[config.mk]
export PLATFORM = sky130hd
export DESIGN_NAME = debouncer_multi
export DESIGN_NICKNAME = d
export VERILOG_FILES = /design/src/rtl/debouncer_multi.sv
export SDC_FILE = /design/constraint.sdc
export NUM_CORES = 1
export LEC_CHECK = 0
export BUFFER_PORTS_ARGS = -buffer_cell sky130_fd_sc_hd__clkbuf_2
export CORE_MARGIN = 4
export CORE_UTILIZATION = 25
export CTS_BUF_LIST = sky130_fd_sc_hd__clkbuf_16
export DETAILED_ROUTE_END_ITERATION = 6
export PLACE_DENSITY = 0.45
export SYNTH_ARGS = -nofsm -noshare
export SYNTH_HDL_FRONTEND = slang
export SYNTH_SLANG_ARGS = --single-unit
[constraint.sdc]
create_clock -name clock -period 4.2 [get_ports clock]
set_input_delay 0.63 -clock clock [delete_from_list [all_inputs] [get_ports clock]]
set_output_delay 0.63 -clock clock [all_outputs]
set_load 0.1 [all_outputs]
[src/rtl/debouncer_multi.sv]
// debouncer_multi: N-channel input debouncer with programmable stable-cycle threshold and rise/fall pulses.
// Optional sticky event/IRQ logic is enabled by defining DEBOUNCER_IRQ_EN.
module debouncer_multi #(
  parameter int N_CH  = 4,
  parameter int CNT_W = 8
) (
  input  logic              clock,
  input  logic              reset,
  input  logic [N_CH-1:0]   bounced_i,
  input  logic [CNT_W-1:0]  thresh_i,
  output logic [N_CH-1:0]   debounced_o,
  output logic [N_CH-1:0]   rise_o,
  output logic [N_CH-1:0]   fall_o
`ifdef DEBOUNCER_IRQ_EN
  ,
  input  logic [N_CH-1:0]   irq_mask_i,
  input  logic [N_CH-1:0]   irq_clear_i,
  output logic [N_CH-1:0]   event_o,
  output logic              irq_o
`endif
);
  logic [N_CH-1:0]  s1, s2, m, hit;
  logic [CNT_W-1:0] cnt [N_CH];
  // the extra MSB keeps cnt+1 from wrapping when cnt is at its maximum
  always_comb begin
    for (int c = 0; c < N_CH; c++) begin
      m[c]   = s2[c] ^ debounced_o[c];
      hit[c] = m[c] && (({1'b0, cnt[c]} + 1'b1) >= {1'b0, thresh_i});
    end
  end
  always_ff @(posedge clock) begin
    if (reset) begin
      s1          <= '0;
      s2          <= '0;
      debounced_o <= '0;
      rise_o      <= '0;
      fall_o      <= '0;
      for (int c = 0; c < N_CH; c++) cnt[c] <= '0;
    end else begin
      s1          <= bounced_i;
      s2          <= s1;
      debounced_o <= debounced_o ^ hit;
      rise_o      <= hit & s2;
      fall_o      <= hit & ~s2;
      for (int c = 0; c < N_CH; c++) cnt[c] <= (m[c] && !hit[c]) ? cnt[c] + 1'b1 : '0;
    end
  end
`ifdef DEBOUNCER_IRQ_EN
  always_ff @(posedge clock) begin
    if (reset) event_o <= '0;
    else event_o <= (event_o & ~irq_clear_i) | rise_o | fall_o;
  end
  assign irq_o = |(event_o & irq_mask_i);
`endif
endmodule

==> metrics, run 1 <==
Clock transition at path regs 0.07 ns; Yosys cell types 35; top cell type's share of synthesized area between 30% and 40%; Vias 1,919; CTS tree built; Mapped Nets 321; Setup crit start cnt[1][0]; Max Fclk 0.383 GHz; CORE AREA 10,400 um2; FF+latch area 1040 um2; mean post-synth cell area 9.86 um2; initial antenna violation count 0; H-Tree Depth 2; first-pass GRT wire length 9340 um; TritonCTS buffer count 5; global-route usage over all layers a little under a tenth; post-route clock skew 0.00519 ns; Filler Cells Inserted roughly 1,100; vias in the first global route 1,889; #FFs+latches synth 52; Syn Std Cell Area 2670 um2; Routed Antenna Nets 0; Total Power roughly 0.94 mW; setup TNS 0 ns; Multi-input gate area about 1600 um2; setup bufs post-CTS 0; port buffer count 25; pin count of the biggest net entering global routing 26; status finished, final reports clean; Crit. End Element flop; Nets between 300 and 400; r2r startpoint cnt[1][0]; first drt pass iteration count 4; DP Wirelength 4280 um; Tcrit/Tclk final 62.2%; total number of yosys warnings 0; register area share after synthesis 39.0%; WL/cell approximately 12 um; global route overflow 0; async set-reset flop share out of synthesis 0%; Power Density 304 nW/um2; Tmin final 2.61 ns; root buffer cell clkbuf_16; Final Hold Viols 0; fin. max-slew vios 0; Slew @ Worst Pin 0.574 ns; die area 12,400 um2; layout cells sized above 1 13.2%; leading post-synthesis cells by cell area dfxtp_1 39%, ha_1 17%, and3_1 5.2%; die width 111 um; CP required 4.36 ns; Rel. slew slack 61.7%; Post-CTS Hold Fix Bufs 0; Post-CTS Resized 0; IO Pins 26; Mapped Cells 271; drt via density around 4.4; ys flop type dfxtp_1; maximum VDD drop 0.154 mV; Hold WS 0.439 ns; final setup fails 0; fin util 29.9%; ANT cells 0; initial drt markers 91; Leakage about 1.5 nW; worst skew pair latency 0.28 ns; crit-path max FO 10; Placement Rows 37; hold path startpoint s1[2]; maxcap violations 0; Starting Density between 20% and 30%; final wirelength 5470 um; clk buf depth 2; FF-to-FF setup slack ~1.6 ns; RSZ-0062 raised after global routing no; top cells by count, synth 52 x dfxtp_1, 36 x ha_1, 22 x and3_1; crit path DAT 2.77 ns; drt drc 0; Layout area overhead 16.2%; EDFF count, synth 0; gpl congestion 0.733; CTS Sinks 52; Die Span Y ~110 um; Crit Path Class reg2reg; CP Launch Type flop; most common cell in the synthesized netlist dfxtp_1; area leader, netlist dfxtp_1; worst min-delay path category reg2reg
==> state kept, by name, indices dropped and copies added, names as in the netlist, named ones only <==
signal,cells
cnt,32
fall_o,4
rise_o,4
s1,4
s2,4
==> cells by family (layout without fill, tap and decap cells) <==
kind of cell	after synthesis	count (layout)	synth area share (%)
xor gates and xnor gates	27	27	8.85
DFF	52	52	39.0
muxes	3	3	1.12
AOI/OAI and AO/OA	30	30	9.37
buffers and inverters	14	45	1.97
adders and majority gates	36	36	16.9
and+or+nand+nor	109	109	22.9
==> stage by stage <==
| stage | worst slack (ns) | instance area (um2) | cells |
|---|---|---|---|
| final | 1.59 | 3100 | 438 |
| after global routing | 1.33 | 3100 | 438 |
| after CTS | 1.58 | 3100 | 438 |
| after detailed placement | 1.60 | 2960 | 430 |
| after global placement | 1.62 | 2960 | 430 |
| after floorplan | 1.88 | 2670 | 271 |
==> critical path, cell delays in order, from the launching register on <==
cell and delay (ns):
dfxtp_1 0.40, ha_1 0.21, nand3_1 0.14, nor2_1 0.15, xor2_1 0.19, ha_1 0.27
a21oi_1 0.16, nor2b_1 0.09, a2111oi_4 0.58, mux2i_1 0.24, nor2_1 0.05
==> final timing paths <==
kind           end  cells past startpoint
min reg2reg  s2[2]                      1
max reg2reg   flop                     10
min          s2[2]                      1
max           flop                     10
==> cell type report <==
type,count,share of cell area (%)
multi-input cells,205,50.8
flip-flops and latches,52,33.5
well taps,136,5.48
clock buffers,5,4.03
repair buffers,25,4.03
inverters,12,1.45
clock inverters,3,0.645
==> layer usage <==
metal / vias up / share of wire, % / track usage (%)
li1: 1011 / - / -
met1: 874 / 54 / 13.9
met2: 30 / 41 / 12.9
met3: 4 / 3.9 / 2.34
met4: 0 / 0.75 / 2.03
met5: - / 0 / 0
==> power by group <==
group,internal (mW),total (mW),switching [mW],leakage (nW)
clock,0.220,0.395,0.175,0.0712
sequential,0.498,0.501,0.00334,0.421
combinational,0.0200,0.0491,0.0292,1.00
total,0.737,0.945,0.207,1.49
==> placed cells by master (no fill, tap or decap), drive strengths merged, types with 6 or more instances in the layout <==
cell type / count
a21oi: 8
and3: 24
clkbuf: 30
dfxtp: 52
ha: 36
inv: 13
nand2: 11
nand3: 16
nor2: 20
nor2b: 17
nor4b: 6
o21ai: 7
xnor2: 14
xor2: 13
(Power assumes the default switching activity.)
==> run 2, diff against run 1 <==
- PLACE_DENSITY: 0.45 -> 0.47
- clock period: 4.2 -> 2.3 ns (I/O delays scaled with it)
==> run 2 against run 1 <==
Core utilization rose by 9.0 points. Non-clock buffer count increased by 45. Sequential power rose by 82%. Clock-buffer cell count unchanged. Die area did not move. Setup slack worse by 1.6 ns. Cell count is 10% higher.
==> metrics, run 2 (synthesis results as in run 1) <==
depth of the worst register-to-register path 11 (+1); layout cells sized above 1 46.8% (+34 points); Routed Antenna Nets 0 (unchanged); Largest register FFs 32 (unchanged); Tmin final 2.29 ns (-0.324 ns); RSZ-0062 raised after global routing yes; worst skew pair latency 0.28 ns (about the same); cell area after placement 3220 um2 (+8.8%); Max Fclk 0.437 GHz (+14%); initial drt markers 37 (-59%); Setup crit start cnt[0][0]; vias in the first global route 2,169 (+15%); gpl congestion 0.767 (+4.7%); DP Wirelength 4610 um (+7.7%); hold path startpoint bounced_i[3]; final setup fails 0 (unchanged); maximum VDD drop 0.306 mV (+99%); commonest non-fill, non-tap cell in the layout buf_4; Vias 2,124 (+11%); Die Span Y 111 um (unchanged); global-route usage over all layers 10.3% (+1.2 points); Hold WS 0.262 ns (-0.177 ns); commonest cells after routing, fill and taps aside 40 x buf_4, 37 x dfxtp_1, 28 x ha_1; Filler Cells Inserted 1,035 (-5.1%); clk buf depth 2 (unchanged); global route overflow 0 (unchanged); CTS Sinks 52 (unchanged); Nets 396 (+13%); hold path cells 2 (+1); first-pass GRT wire length 10,400 um (+11%); Hold Path End s1[3]; TritonCTS buffer count 5 (unchanged); Final Worst Setup Slack 0.0106 ns (-1.58 ns); Power Density 488 nW/um2 (+60%); Slew @ Worst Pin 0.550 ns (-0.0242 ns); Tcrit/Tclk final 99.5% (+37 points); Rel. slew slack 63.5% (+1.8 points); Placement Rows 37 (unchanged); CTS tree built; largest reg by FF count cnt; root buffer cell clkbuf_16; status finished, final reports clean; crit-path max FO 5 (-5); Leakage 1.82 nW (+22%); Design Area, Final 4040 um2 (+30%); first drt pass iteration count 4 (unchanged); Post-CTS Hold Fix Bufs 0 (unchanged); final wirelength 6550 um (+20%); post-route clock skew 0.00309 ns (-0.00210 ns); FF-to-FF setup slack 0.01 ns (-1.58 ns); fin. max-slew vios 0 (unchanged); H-Tree Depth 2 (unchanged); Layout area overhead 51.2%; maxcap violations 0 (unchanged); worst min-delay path category in2reg; Clock transition at path regs 0.07 ns (about the same); drt via density 4.41 (+0.58%); CP Launch Type flop; Crit. End Element flop; CP required 2.46 ns (-1.90 ns); die area 12,400 um2 (unchanged); Final Hold Viols 0 (unchanged); crit path DAT 2.45 ns (-0.32 ns); die width 111 um (unchanged); port buffer count 25 (unchanged); Starting Density 25.8% (unchanged); CORE AREA 10,400 um2 (unchanged); IO Pins 26 (unchanged); ANT cells 0 (unchanged); WL/cell 13.6 um (+8.8%); pin count of the biggest net entering global routing 22 (-15%); Crit Path Class reg2reg; initial antenna violation count 0 (unchanged); setup TNS 0 ns (unchanged); drt drc 0 (unchanged); Place WS -0.0836 ns (-1.69 ns); r2r startpoint cnt[0][0]
-- run 2: cell count changes in the layout (fill, tap and decap cells not counted), sizes merged --
cell      change
buf          +44
clkbuf        +1
clkinv        -1
inv           -1
bufinv        +2
clkinvlp      -1
-- run 2: power breakdown --
group | leakage (nW) | internal, mW | switching, mW
logic | 1.30 | 0.0499 | 0.0655
registers | 0.429 | 0.905 | 0.00650
clock network | 0.0899 | 0.618 | 0.327
total | 1.82 | 1.57 | 0.399
-- run 2: cell type report --
| type | instances | area (um2) | share of cell area [%] |
|---|---|---|---|
| flip-flops and latches | 52 | 1070 | 26.5 |
| clock inverters | 2 | 60.1 | 1.49 |
| multi-input cells | 205 | 2060 | 51.1 |
| inverters | 12 | 45.0 | 1.12 |
| clock buffers | 5 | 125 | 3.10 |
| repair buffers | 70 | 504 | 12.5 |
| well taps | 136 | 170 | 4.21 |
-- run 2: stage by stage --
| step | util [%] | std cells | power (mW) |
|---|---|---|---|
| after floorplan | - | 271 | 0.993 |
| after global placement | 31.0 | 463 | 1.03 |
| after detailed placement | 31.0 | 463 | 1.04 |
| after CTS | 34.1 | 473 | 1.99 |
| after global routing | 38.9 | 482 | 2.04 |
| final | 38.9 | 482 | 1.97 |
-- run 2: worst max-delay path, cell delays in order (launching register included) --
cell,delay [ns]
dfxtp_4,0.36
ha_4,0.16
nand3_4,0.07
nor2_4,0.04
xor2_2,0.17
ha_1,0.34
a21oi_2,0.21
o221ai_4,0.13
a211oi_4,0.29
buf_12,0.15
mux2i_1,0.17
nor2_1,0.05
-- run 2: how the worst max path moves through the flow --
stage                            to  slack (ns)  cells past startpoint
final                          flop        0.01                     11
after global routing           flop       -0.10                      9
after CTS                 cnt[1][5]       -0.04                      9
after detailed placement  cnt[1][7]       -0.08                     11
after global placement         flop       -0.08                     11
after floorplan                flop        0.02                     10
-- run 2: what timing repair did --
action                     CTS  global route
setup endpoints to repair   26            42
pin swaps                    9            35
resized for setup           24            77
setup buffers                3             8
gates cloned                 0             1
-- run 2: routing by layer --
layer	track usage, %	wire, um	up-vias
met2	16.3	2970	38
met5	0	0	-
li1	-	-	1094
met3	2.50	236	11
met1	14.2	3240	981
met4	2.43	106	0
